File: src/rtl/commit_cfi_monitor.sv
// ----------------------------------------------------------------------------
// commit_cfi_monitor
//
// Shadow-stack control-flow integrity monitor placed directly behind the
// commit stage. Calls push their return address, returns pop the top entry
// and compare it with the resolved jump target. Any mismatch, overflow or
// underflow sets a sticky violation that stays until clear or reset.
//
// Ports:
//   clk_i                      clock
//   rst_i                      synchronous active-high reset
//   en_i                       monitor enable; when low, commits are ignored
//   clear_i                    empty the stack and drop the violation
//   commit_ack_i[p]            commit port p retired an instruction
//   commit_pc_i[p]             pc of that instruction
//   commit_is_compressed_i[p]  16-bit encoding (return address = pc + 2)
//   commit_is_call_i[p]        call (JAL/JALR writing x1/x5)
//   commit_is_ret_i[p]         return (JALR reading x1/x5)
//   commit_target_i[p]         resolved jump target
//   flow_integrity_violated_o  sticky violation flag
//   violation_cause_o          00 none, 01 mismatch, 10 overflow, 11 underflow
//   violation_pc_o             pc of the first offending instruction
//   depth_o                    current stack occupancy
// ----------------------------------------------------------------------------
module commit_cfi_monitor #(
    parameter int unsigned NR_COMMIT_PORTS = 2,
    parameter int unsigned DEPTH           = 16,
    parameter int unsigned VLEN            = 64,
    localparam int unsigned DW             = $clog2(DEPTH + 1),
    localparam int unsigned AW             = $clog2(DEPTH)
) (
    input  logic                                       clk_i,
    input  logic                                       rst_i,
    input  logic                                       en_i,
    input  logic                                       clear_i,
    input  logic [NR_COMMIT_PORTS-1:0]                 commit_ack_i,
    input  logic [NR_COMMIT_PORTS-1:0][VLEN-1:0]       commit_pc_i,
    input  logic [NR_COMMIT_PORTS-1:0]                 commit_is_compressed_i,
    input  logic [NR_COMMIT_PORTS-1:0]                 commit_is_call_i,
    input  logic [NR_COMMIT_PORTS-1:0]                 commit_is_ret_i,
    input  logic [NR_COMMIT_PORTS-1:0][VLEN-1:0]       commit_target_i,
    output logic                                       flow_integrity_violated_o,
    output logic [1:0]                                 violation_cause_o,
    output logic [VLEN-1:0]                            violation_pc_o,
    output logic [DW-1:0]                              depth_o
);

    typedef enum logic [1:0] {
        CAUSE_NONE      = 2'b00,
        CAUSE_MISMATCH  = 2'b01,
        CAUSE_OVERFLOW  = 2'b10,
        CAUSE_UNDERFLOW = 2'b11
    } cause_e;

    // ------------------------------------------------------------------
    // State
    // ------------------------------------------------------------------
    logic [VLEN-1:0] r_stack [DEPTH];
    logic [DW-1:0]   r_depth;
    logic            r_violated;
    cause_e          r_cause;
    logic [VLEN-1:0] r_vpc;

    // ------------------------------------------------------------------
    // Combinational view of the stack, walked port 0 then port 1
    // ------------------------------------------------------------------
    logic [NR_COMMIT_PORTS-1:0][VLEN-1:0] w_ra;
    logic [NR_COMMIT_PORTS-1:0]           w_we;
    logic [NR_COMMIT_PORTS-1:0][AW-1:0]   w_waddr;
    logic [NR_COMMIT_PORTS-1:0][VLEN-1:0] w_wdata;

    logic [DW-1:0]   w_cur;
    logic [DW-1:0]   w_idx;
    logic            w_fwd_valid;
    logic [VLEN-1:0] w_fwd_data;
    logic [VLEN-1:0] w_top;
    logic            w_stop;
    logic            w_viol;
    cause_e          w_cause;
    logic [VLEN-1:0] w_vpc;
    logic            w_accept;

    // Return address wraps modulo 2^VLEN; the carry out is dropped.
    always_comb begin
        for (int unsigned p = 0; p < NR_COMMIT_PORTS; p++) begin
            w_ra[p] = commit_pc_i[p] +
                      (commit_is_compressed_i[p] ? VLEN'(2) : VLEN'(4));
        end
    end

    // Nothing is processed while reset, clear, disabled or already violated.
    assign w_accept = en_i & ~r_violated & ~clear_i & ~rst_i;

    always_comb begin
        w_cur       = r_depth;
        w_idx       = '0;
        w_fwd_valid = 1'b0;
        w_fwd_data  = '0;
        w_top       = '0;
        w_stop      = 1'b0;
        w_viol      = 1'b0;
        w_cause     = CAUSE_NONE;
        w_vpc       = '0;
        w_we        = '0;
        w_waddr     = '0;
        w_wdata     = '0;

        for (int unsigned p = 0; p < NR_COMMIT_PORTS; p++) begin
            if (w_accept && !w_stop && commit_ack_i[p]) begin
                // Pop-and-check. The top entry may be one an older port
                // pushed this very cycle and is not yet in the RAM, so it is
                // taken from the forwarding register instead.
                if (commit_is_ret_i[p]) begin
                    if (w_cur == '0) begin
                        w_stop  = 1'b1;
                        w_viol  = 1'b1;
                        w_cause = CAUSE_UNDERFLOW;
                        w_vpc   = commit_pc_i[p];
                    end else begin
                        w_idx       = w_cur - DW'(1);
                        w_top       = w_fwd_valid ? w_fwd_data : r_stack[w_idx[AW-1:0]];
                        w_cur       = w_idx;
                        w_fwd_valid = 1'b0;
                        if (w_top != commit_target_i[p]) begin
                            w_stop  = 1'b1;
                            w_viol  = 1'b1;
                            w_cause = CAUSE_MISMATCH;
                            w_vpc   = commit_pc_i[p];
                        end
                    end
                end

                // Push. For a call+ret swap the pop above freed a slot, so
                // the full check can never fire on that path.
                if (commit_is_call_i[p] && !w_stop) begin
                    if (w_cur == DW'(DEPTH)) begin
                        w_stop  = 1'b1;
                        w_viol  = 1'b1;
                        w_cause = CAUSE_OVERFLOW;
                        w_vpc   = commit_pc_i[p];
                    end else begin
                        w_we[p]     = 1'b1;
                        w_waddr[p]  = w_cur[AW-1:0];
                        w_wdata[p]  = w_ra[p];
                        w_cur       = w_cur + DW'(1);
                        w_fwd_valid = 1'b1;
                        w_fwd_data  = w_ra[p];
                    end
                end
            end
        end
    end

    // ------------------------------------------------------------------
    // Registers
    // ------------------------------------------------------------------
    always_ff @(posedge clk_i) begin
        if (rst_i || clear_i) begin
            r_depth    <= '0;
            r_violated <= 1'b0;
            r_cause    <= CAUSE_NONE;
            r_vpc      <= '0;
        end else begin
            r_depth <= w_cur;
            if (w_viol) begin
                r_violated <= 1'b1;
                r_cause    <= w_cause;
                r_vpc      <= w_vpc;
            end
        end
    end

    // Later ports win when two pushes hit the same slot (ret+call forwarding).
    always_ff @(posedge clk_i) begin
        for (int unsigned p = 0; p < NR_COMMIT_PORTS; p++) begin
            if (w_we[p]) begin
                r_stack[w_waddr[p]] <= w_wdata[p];
            end
        end
    end

    assign flow_integrity_violated_o = r_violated;
    assign violation_cause_o         = r_cause;
    assign violation_pc_o            = r_vpc;
    assign depth_o                   = r_depth;

endmodule

File: config.mk
export PLATFORM = sky130hd
export DESIGN_NAME = commit_cfi_monitor
export DESIGN_NICKNAME = d
export VERILOG_FILES = /design/src/rtl/commit_cfi_monitor.sv
export SDC_FILE = /design/constraint.sdc
export NUM_CORES = 2
export LEC_CHECK = 0
export BUFFER_PORTS_ARGS = -buffer_cell sky130_fd_sc_hd__buf_2
export CAP_MARGIN = 20
export CORE_UTILIZATION = 35
export DETAILED_ROUTE_END_ITERATION = 12
export PLACE_DENSITY_LB_ADDON = 0.25
export SLEW_MARGIN = 20
export SYNTH_ARGS = -nofsm -noshare
export SYNTH_HDL_FRONTEND = slang
export SYNTH_SLANG_ARGS = --single-unit
File: constraint.sdc
create_clock -name clk_i -period 34.8 [get_ports clk_i]
set_input_delay 6.96 -clock clk_i [delete_from_list [all_inputs] [get_ports clk_i]]
set_output_delay 6.96 -clock clk_i [all_outputs]
set_load 0.02 [all_outputs]
==> flow_summary_export.csv <==
group,metric,value,unit
synthesis,synth_seq_cells,1096,
global_route,grt_max_degree,113,
routing,first_pass_iters,8,
place,place_congestion,1.06,
sta,setup_ws,15520,ps
cells_and_area,area_delta_synth_final,12.2,%
sta,fin_crit_sh,55.4,%
sta,tns,0,ps
floorplan,dieArea,0.213,mm^2
synthesis,ys.flop_type,"edfxtp_1",
routing,drcViolationCount,0,
cells_and_area,drive_above_1_share,20.6,%
floorplan,core,0.210,mm^2
job,cap_violations,0,
routing,wire_per_inst,41.9,um
floorplan,initial_core_util,35.2,%
critical_path,critPathMaxStageDelay,840,ps
routing,ant_nets,0,
place,place_worst_setup_slack,14940,ps
synthesis,syn-cell-area,0.0738,mm^2
sta,max_slew_margin,9.14,%
sta,tightest_slew,1330,ps
hold_path,hold_class,"reg -> reg",
power,cellPowerDensity,40.3,mW/mm^2
floorplan,io_pins,340,
synthesis,avgSynthCellArea,11.7,um^2
synthesis,synth.distinct_cells,99,
floorplan,die_x,461,um
synthesis,async_reset_ff_share,0,%
clocking,cts.sink_count,1096,
critical_path,start_kind,"primary input",
cells_and_area,fillers,20300,
cells_and_area,utilization,39.5,%
synthesis,synth_enable_flop_cells,1024,
global_route,antenna_found_initial,43,
synthesis,syn-num-nets,6593,
critical_path,crit_path_end_kind,"flip-flop",
sta,fmax,51.9,MHz
routing,drt_iter0_markers,11300,
global_route,grt.overflow.total,0,
global_route,grt_pass1_vias,58500,
floorplan,rows,168,
sta,setup_violations,0,
synthesis,ys_seq_area_share,43.6,%
place,io_buffers,339,
critical_path,crit_fanout,57,
clocking,clockBufferDepth,3,
sta,hold_ws,481,ps
sta,min_period,19280,ps
critical_path,arrival,19850,ps
clocking,cts_buffers,131,
critical_path,slowest_stage,"buf_4",
clocking,cts_htree_levels,4,
clocking,cts_resized,0,
sta,rsz0062_at_grt,"no",
floorplan,die_h,461,um
sta,final.setup_skew,67.5,ps
clocking,cts-hold-fix-buffers,0,
global_route,grt_util_all_layers,35.5,%
clocking,clk_latency,850,ps
routing,wirelength,390,mm
critical_path,path_class,"in -> reg",
clocking,clk_pin_slew,60,ps
synthesis,synthCells,6311,
synthesis,synth_warnings,0,
global_route,grt_pass1_wl,516,mm
clocking,cts_setup_buffers,0,
critical_path,path_common_cell,"buf_4",
power,power.leakage,29.2,nW
clocking,cts_tree,"yes",
routing,routed_via_density,6.90,
run_status,status,"completed",
power,ir_drop,0.0563,mV
critical_path,cp.required,35370,ps
sta,hold_viol,0,
place,post-dp-hpwl,259,mm
sta,slew_viol_final,0,
clocking,root_buffer,"clkbuf_16",
cells_and_area,fin_nets,6661,
routing,vias,64300,
-- power by group --
group | internal [W] | switching, W
Clock | 0.000814 | 0.000613
Sequential | 0.00142 | 0.00000212
Combinational | 0.000129 | 0.000359
Total | 0.00237 | 0.000975
-- layout make-up --
cell class | count | area (um^2) | area share [%]
diodes | 24 | 60.1 | 0.0725
clock buffers | 166 | 3560 | 4.30
clock inverters | 69 | 712 | 0.860
inverters | 76 | 294 | 0.355
multi-input cells | 4509 | 38900 | 46.9
flip-flops and latches | 1096 | 32200 | 38.9
well taps | 2805 | 3510 | 4.24
repair buffers | 565 | 3610 | 4.36
-- state kept, by name, summed over array words and instances (netlist names) --
register / flops
flow_integrity_violated_o: 1
r_stack: 1024
violation_cause_o: 2
violation_pc_o: 64
depth_o: 5
-- synthesized netlist by cell type, drive strengths merged (101+ instances only) --
| cell type | count | area share (%) |
|---|---|---|
| o21ai | 134 | 0.91 |
| nand3 | 328 | 2.2 |
| clkbuf | 302 | 1.5 |
| mux2 | 210 | 3.2 |
| xor2 | 107 | 1.3 |
| nor2 | 230 | 1.2 |
| buf | 328 | 2.8 |
| nor3 | 101 | 0.74 |
| mux2i | 1246 | 17 |
| a21oi | 149 | 1.0 |
| nand2 | 555 | 2.8 |
| mux4 | 299 | 9.1 |
| edfxtp | 1024 | 42 |
-- layout by cell type, fill, tap and decap left out, drive strengths merged, types with 16 or more instances in the layout --
master / Yosys / layout
buf: 328 / 565
mux2i: 1246 / 1246
nor2: 230 / 230
nand4: 87 / 87
edfxtp: 1024 / 1024
o221ai: 34 / 34
or3: 67 / 67
a31oi: 46 / 46
nor3: 101 / 101
o21ai: 134 / 134
a32oi: 36 / 36
a22oi: 20 / 20
and3: 56 / 56
xnor2: 94 / 94
a21oi: 149 / 149
and4: 24 / 24
mux2: 210 / 210
clkinv: 1 / 51
and2: 81 / 81
clkbuf: 302 / 166
diode: 0 / 24
o211ai: 16 / 16
nor4: 48 / 48
nand3: 328 / 328
nand2: 555 / 555
dfxtp: 72 / 72
a221oi: 54 / 54
xor2: 107 / 107
nor2b: 24 / 24
o22ai: 54 / 54
a211oi: 64 / 64
a2111oi: 23 / 23
mux4: 299 / 299
inv: 75 / 78
a221o: 80 / 80
-- worst paths after layout --
check                                 startpoint                        endpoint  slack (ps)  depth (start not counted)
hold reg to reg   violation_pc_o[5]$_SDFFE_PP0P_  violation_pc_o[5]$_SDFFE_PP0P_         480                          1
setup / recovery              commit_is_ret_i[0]        r_stack[2][49]$_DFFE_PP_       15520                         35
hold / removal    violation_pc_o[5]$_SDFFE_PP0P_  violation_pc_o[5]$_SDFFE_PP0P_         480                          1
setup reg to reg           depth_o[0]$_SDFF_PP0_        r_stack[2][49]$_DFFE_PP_       17220                         35
-- worst max-delay path, delay by kind of cell --
kind,cells,cell delay (ps)
adder cells (fa/ha/maj),3,760
AO/OA/AOI/OAI,4,1110
multiplexers,5,1930
buffers and inverters,10,5230
AND/OR/NAND/NOR,12,3300
XOR/XNOR,1,160
-- logic make-up (layout without fill, tap and decap cells) --
| group | count (synthesis) | count (layout) | synth area share [%] |
|---|---|---|---|
| xor+xnor | 201 | 201 | 2.41 |
| fa+ha+maj | 14 | 14 | 0.258 |
| buf+inv | 706 | 876 | 4.72 |
| compound gates | 879 | 879 | 8.63 |
| simple gates | 1660 | 1660 | 11.1 |
| other cells | 0 | 24 | 0 |
| mux | 1755 | 1755 | 29.2 |
| flops | 1096 | 1096 | 43.6 |
-- layer usage --
metal	vias to the layer above	global-route usage [%]	part of all wire [%]
met5	-	0	0.097
met4	24	24.1	8.2
met3	1233	11.4	14
met2	5553	50.8	41
met1	32700	45.5	36
li1	24800	-	-
-- per-stage QoR --
stage | total power, W | std cells | cell area (um^2)
4_1_cts | 0.00331 | 9284 | 82700
3_3_place_gp | 0.00191 | 9047 | 78300
3_5_place_dp | 0.00191 | 9049 | 78400
2_1_floorplan | 0.00168 | 6311 | 73800
5_1_grt | 0.00338 | 9294 | 82800
6_report | 0.00334 | 9310 | 82800
No activity file was read; power rests on OpenSTA's default activity.
